<file path="config.mk">
export PLATFORM = sky130hd
export DESIGN_NAME = gpu_div_seq
export DESIGN_NICKNAME = d
export VERILOG_FILES = /design/src/rtl/gpu_div_pkg.sv /design/src/rtl/gpu_div_seq_step.sv /design/src/rtl/gpu_div_seq.sv
export SDC_FILE = /design/constraint.sdc
export NUM_CORES = 1
export LEC_CHECK = 0
export ABC_AREA = 1
export CAP_MARGIN = 0
export CORE_MARGIN = 4
export CORE_UTILIZATION = 40
export CTS_CLUSTER_SIZE = 25
export DETAILED_ROUTE_END_ITERATION = 16
export GPL_TIMING_DRIVEN = 1
export PLACE_DENSITY = 0.61
export SYNTH_ARGS = -nofsm -noshare
export SYNTH_HDL_FRONTEND = slang
export SYNTH_SLANG_ARGS = --single-unit
</file>
<file path="constraint.sdc">
create_clock -name sys_clk -period 4.4 [get_ports sys_clk]
set_input_delay 0.88 -clock sys_clk [delete_from_list [all_inputs] [get_ports sys_clk]]
set_output_delay 0.88 -clock sys_clk [all_outputs]
set_load 0.03 [all_outputs]
</file>
<file path="src/rtl/gpu_div_pkg.sv">
// Shared definitions for the sequential 32-bit divider: iteration counts,
// FSM state encoding and the iteration counter type.
package gpu_div_pkg;

    localparam int DIV_INT_ITER  = 32;
    localparam int DIV_FRAC_ITER = 48;

    typedef enum logic {
        DIV_IDLE,
        DIV_RUN
    } div_state_e;

    typedef logic [5:0] div_cnt_t;

endpackage

</file>
<file path="src/rtl/gpu_div_seq_step.sv">
// One restoring division step: T = {P, next dividend bit}, subtract the divisor
// when it fits and report the quotient bit as the subtractor's carry-out.
module div_step (
    input  logic [31:0] p_i,
    input  logic        bit_i,
    input  logic [31:0] divisor_i,
    output logic [31:0] p_o,
    output logic        qbit_o
);

    logic [32:0] t;
    logic [31:0] diff;
    logic        carry;

    assign t = {p_i, bit_i};

    // 33-bit T + ~{0,divisor} + 1, split at bit 32: T's top bit can only add to
    // the carry, and whenever the subtraction is kept the difference is < divisor.
    assign {carry, diff} = {1'b0, t[31:0]} + {1'b0, ~divisor_i} + 33'd1;
    assign qbit_o        = t[32] | carry;
    assign p_o           = qbit_o ? diff : t[31:0];

endmodule

</file>
<file path="src/rtl/gpu_div_seq.sv">
// Sequential unsigned 32-bit divider (integer and 16.16 fractional modes),
// one restoring step per clock behind a start/done handshake.
module gpu_div_seq
    import gpu_div_pkg::*;
#(
    parameter int FRAC_SHIFT = 16
) (
    input  logic        sys_clk,
    input  logic        reset,
    input  logic        start,
    input  logic        frac,
    input  logic [31:0] dividend,
    input  logic [31:0] divisor,
    output logic        busy,
    output logic        done,
    output logic [31:0] quotient,
    output logic [31:0] remainder,
    output logic        dz,
    output logic        ovf
);

    localparam div_cnt_t INT_LAST  = div_cnt_t'(DIV_INT_ITER - 1);
    localparam div_cnt_t FRAC_LAST = div_cnt_t'(DIV_FRAC_ITER - 1);

    div_state_e  state_q, state_d;
    div_cnt_t    cnt_q, cnt_d;
    logic        done_q, done_d;
    logic [31:0] quot_q, quot_d;
    logic [31:0] rem_q, rem_d;
    logic        dz_q, dz_d;
    logic        ovf_q, ovf_d;

    // P never reaches the divisor after a step, so 32 bits always hold it.
    logic [31:0] p_q, p_d;
    logic [47:0] d_q, d_d;
    logic [47:0] q_q, q_d;
    logic [31:0] div_q, div_d;

    logic [31:0] step_p;
    logic        step_qbit;
    logic [47:0] q_shift;

    div_step u_step (
        .p_i      (p_q),
        .bit_i    (d_q[47]),
        .divisor_i(div_q),
        .p_o      (step_p),
        .qbit_o   (step_qbit)
    );

    assign q_shift = {q_q[46:0], step_qbit};

    always_comb begin
        state_d = state_q;
        cnt_d   = cnt_q;
        done_d  = 1'b0;
        quot_d  = quot_q;
        rem_d   = rem_q;
        dz_d    = dz_q;
        ovf_d   = ovf_q;
        p_d     = p_q;
        d_d     = d_q;
        q_d     = q_q;
        div_d   = div_q;
        case (state_q)
            DIV_IDLE: begin
                if (start) begin
                    p_d     = '0;
                    // Dividend is left-justified so the first consumed bit is always d_q[47].
                    d_d     = frac ? ({16'h0, dividend} << FRAC_SHIFT) : {dividend, 16'h0};
                    q_d     = '0;
                    div_d   = divisor;
                    cnt_d   = frac ? FRAC_LAST : INT_LAST;
                    quot_d  = '0;
                    rem_d   = '0;
                    dz_d    = 1'b0;
                    ovf_d   = 1'b0;
                    state_d = DIV_RUN;
                end
            end
            DIV_RUN: begin
                p_d   = step_p;
                d_d   = {d_q[46:0], 1'b0};
                q_d   = q_shift;
                cnt_d = cnt_q - 6'd1;
                if (cnt_q == '0) begin
                    state_d = DIV_IDLE;
                    done_d  = 1'b1;
                    quot_d  = q_shift[31:0];
                    rem_d   = step_p;
                    ovf_d   = |q_shift[47:32];
                    dz_d    = (div_q == '0);
                end
            end
            default: state_d = DIV_IDLE;
        endcase
    end

    always_ff @(posedge sys_clk) begin
        if (reset) begin
            state_q <= DIV_IDLE;
            cnt_q   <= '0;
            done_q  <= 1'b0;
            quot_q  <= '0;
            rem_q   <= '0;
            dz_q    <= 1'b0;
            ovf_q   <= 1'b0;
        end else begin
            state_q <= state_d;
            cnt_q   <= cnt_d;
            done_q  <= done_d;
            quot_q  <= quot_d;
            rem_q   <= rem_d;
            dz_q    <= dz_d;
            ovf_q   <= ovf_d;
        end
    end

    always_ff @(posedge sys_clk) begin
        p_q   <= p_d;
        d_q   <= d_d;
        q_q   <= q_d;
        div_q <= div_d;
    end

    assign busy      = (state_q == DIV_RUN);
    assign done      = done_q;
    assign quotient  = quot_q;
    assign remainder = rem_q;
    assign dz        = dz_q;
    assign ovf       = ovf_q;

endmodule

</file>
==> flow_metrics.py <==
metrics = {
    "synthesis": {
        "avgSynthCellArea_sq_um": 8.149,
        "synth-simple-area-share_pct": 26.31,
        "yosysTopAreaCellShare_pct": 38.46,
        "netlist_top_cells_area": "edfxtp_1, nand2_1, dfxtp_1",
        "synth_xor_xnor_area_share_pct": 1.020,
        "synth_edf_count": 143,
        "synth_compound_area_share_pct": 6.791,
        "syn_nets": 1473,
        "ys_types": 44,
        "synthAdderAreaFrac_pct": 3.990,
        "synth.yosys.seq_area_share_pct": 51.73,
        "ys_ff_latch": 217,
        "synth_top_family_by_area": "simple AND/OR/NAND/NOR gates",
        "ys_warn_count": 0,
        "ys_async_sr_fraction_pct": 0,
        "syn-instance-count": 1370,
        "ys.flop_type": "edfxtp_1",
        "yosysTopAreaCell": "edfxtp_1",
        "synth_area_sq_mm": 0.01116,
        "synthMuxAreaShare_pct": 0,
    },
    "placement": {
        "dp_hpwl_um": 20060,
        "routabilityCongestion": 0.9172,
        "dp.cells": 1842,
        "io_buffers": 135,
    },
    "route": {
        "postRouteAntennaNets": 0,
        "vias": 8801,
        "dr.pass1.iters": 5,
        "wire_per_inst_um": 14.90,
        "via_per_inst": 4.662,
        "drt-initial-drc-count": 459,
        "drc": 0,
        "drt_wl_total_um": 28120,
    },
    "floorplan": {
        "ios": 136,
        "dieArea_sq_mm": 0.03065,
        "start_util_pct": 41.08,
        "row_count": 60,
        "fp.dieH_um": 175.1,
        "die-width_um": 175.1,
        "core_area_sq_mm": 0.02718,
    },
    "layout": {
        "final_nets": 1600,
        "final_cells": 1888,
        "area_growth_pct": 22.74,
        "layout-drive-gt1-share_pct": 7.322,
        "utilization_pct": 50.42,
        "n_antenna_cell": 0,
    },
    "grt": {
        "grt_max_degree": 69,
        "grt_overflow": 0,
        "antenna_found_initial": 3,
        "grtUsageTotal_pct": 18.26,
        "grt_pass1_wl_um": 45710,
        "grt_pass1_vias": 8868,
    },
    "setup_path": {
        "end_kind": "primary output",
        "crit_path_max_fanout": 52,
        "crit_required_ns": 3.52,
        "critical_path_buf_inv_count": 1,
        "arrival_ns": 2.13,
        "crit_path_max_incr_delay_ns": 0.82,
        "r2r-start": "busy",
        "cpLargestDelayFamily": "buffers and inverters",
        "critPathKind": "flop to primary output",
        "start_kind": "flop",
        "startpoint": "busy",
        "crit_path_top_delay_cell": "clkdlybuf4s50_1",
        "path_cells": "clkdlybuf4s50_1",
    },
    "clocking": {
        "cts_tree": "done",
        "clkSlewWorstSetupHoldPaths_ns": 0.06,
        "ctsHtreeMaxLevel": 1,
        "numCtsBuffers": 25,
        "clk_latency_ns": 0.54,
        "cts_resized": 0,
        "cts_setup_buffers": 0,
        "cts_root_buf": "clkbuf_16",
        "cts_hold_buffers": 0,
        "clock_path_buffers": 3,
        "cts_sinks": 217,
    },
    "sta": {
        "max_freq_mhz": 331.9,
        "finalSetupViolCount": 0,
        "slew_headroom_pct": 28.59,
        "fin_skew_ns": 0.009130,
        "min_period_ns": 3.013,
        "rsz0062_at_grt": "false",
        "fin_setup_tns_ns": 0,
        "hold_viol_final": 0,
        "drv_slew": 0,
        "tightest_slew_ns": 1.070,
        "fin_crit_sh_pct": 68.47,
    },
    "power_and_ir_drop": {
        "switching_share_pct": 33.15,
        "p_comb_share_pct": 27.2,
        "ir_drop_v": 0.0003866,
        "leakage_uw": 0.006505,
        "power_density_mw_per_mm2": 469.3,
        "clockPowerShare_pct": 33.1,
        "power.switching_uw": 2132,
        "p_total_uw": 6431,
        "intPower_uw": 4299,
        "seqPwrFrac_pct": 39.7,
    },
    "outcome": {
        "status": "completed",
    },
    "job": {
        "drv_cap": 0,
    },
    "hold_path": {
        "worstHoldPathType": "flop to flop",
        "min_from": "quotient[26]",
    },
}
state kept, by name, indices dropped and copies added, names as in the netlist:
signal     cells
done           1
q_q           47
remainder     32
div_q         32
p_q           32
cnt_q          6
ovf            1
d_q           32
busy           1
quotient      32
dz             1
worst paths after layout:
path	end	slack [ns]	cells after the start
max reg2reg	remainder[21]	1.53	6
min	quotient[26]	0.46	2
max	busy	1.39	1
min reg2reg	quotient[26]	0.46	2
cells by family (layout without fill, tap and decap cells):
family                   count (synthesis)  in the layout
AO/OA/AOI/OAI                          136            136
AND/OR/NAND/NOR                        679            679
buffers and inverters                  290            436
adder cells (fa/ha/maj)                 35             35
XOR/XNOR                                13             13
flip-flops                             217            217
area by class of cell:
cell class / count / area, sq um
Sequential cell: 217 / 5779
Timing Repair Buffer: 141 / 1396
Fill cell: 2662 / 13470
Clock buffer: 33 / 739.5
Clock inverter: 13 / 122.6
Tap cell: 372 / 465.4
Inverter: 249 / 937.1
Multi-Input combinational cell: 863 / 4263
power by group through the flow:
stage	registers [uW]	logic (uW)	clock network (uW)
after floorplan	2640	1210	0
after global placement	2590	1740	0
after detailed placement	2590	1760	0
after CTS	2550	1770	2190
after global routing	2580	1980	2260
final	2550	1750	2130
through the flow:
stage                     hold slack, ns  instance area (sq um)  worst slack, ns
after floorplan                   0.4584                  11160           0.7769
after global placement            0.4515                  12840            1.359
after detailed placement          0.4540                  12840            1.328
after CTS                         0.4640                  13700            1.368
after global routing              0.4787                  13700            1.193
final                             0.4606                  13700            1.387
synth_stat cells (2+ instances only):
master / number
a21oi_1: 75
a21oi_2: 13
a221oi_1: 2
a32o_1: 2
and2_1: 2
and3_1: 2
buf_1: 11
buf_2: 6
buf_6: 3
clkbuf_1: 19
dfxtp_1: 74
edfxtp_1: 143
ha_1: 34
inv_1: 241
inv_2: 7
nand2_1: 477
nand2_2: 24
nand2_8: 2
nand3_1: 63
nand3b_1: 19
nand4_1: 12
nor2_1: 46
nor2_2: 6
nor3_1: 10
nor4_1: 9
o21ai_0: 38
or2_2: 2
xnor2_1: 10
xor2_1: 3
layer usage:
metal	vias up	wire, um	track usage (%)
met4	6	792	4.845
met3	54	1604	4.219
met1	3964	13040	24.61
li1	4588	-	-
met2	189	12650	29.82
met5	-	40	0
placed cells by master (no fill, tap or decap), types with 3 or more instances in the layout:
cell | netlist | routed
dfxtp_1 | 74 | 73
clkdlybuf4s50_1 | 0 | 135
o21ai_0 | 38 | 38
nand2_2 | 24 | 24
nand4_1 | 12 | 12
nor2_1 | 46 | 45
xor2_1 | 3 | 3
clkbuf_1 | 19 | 3
inv_2 | 7 | 7
inv_1 | 241 | 240
nor4_1 | 9 | 9
nand3b_1 | 19 | 19
xnor2_1 | 10 | 10
a21oi_1 | 75 | 75
nor3_1 | 10 | 10
nor2_2 | 6 | 6
a21oi_2 | 13 | 13
buf_4 | 1 | 6
edfxtp_1 | 143 | 143
nand3_1 | 63 | 63
ha_1 | 34 | 34
clkbuf_16 | 0 | 28
nand2_1 | 477 | 477
clkinv_2 | 0 | 6
Power figures use the tool's default switching activity.
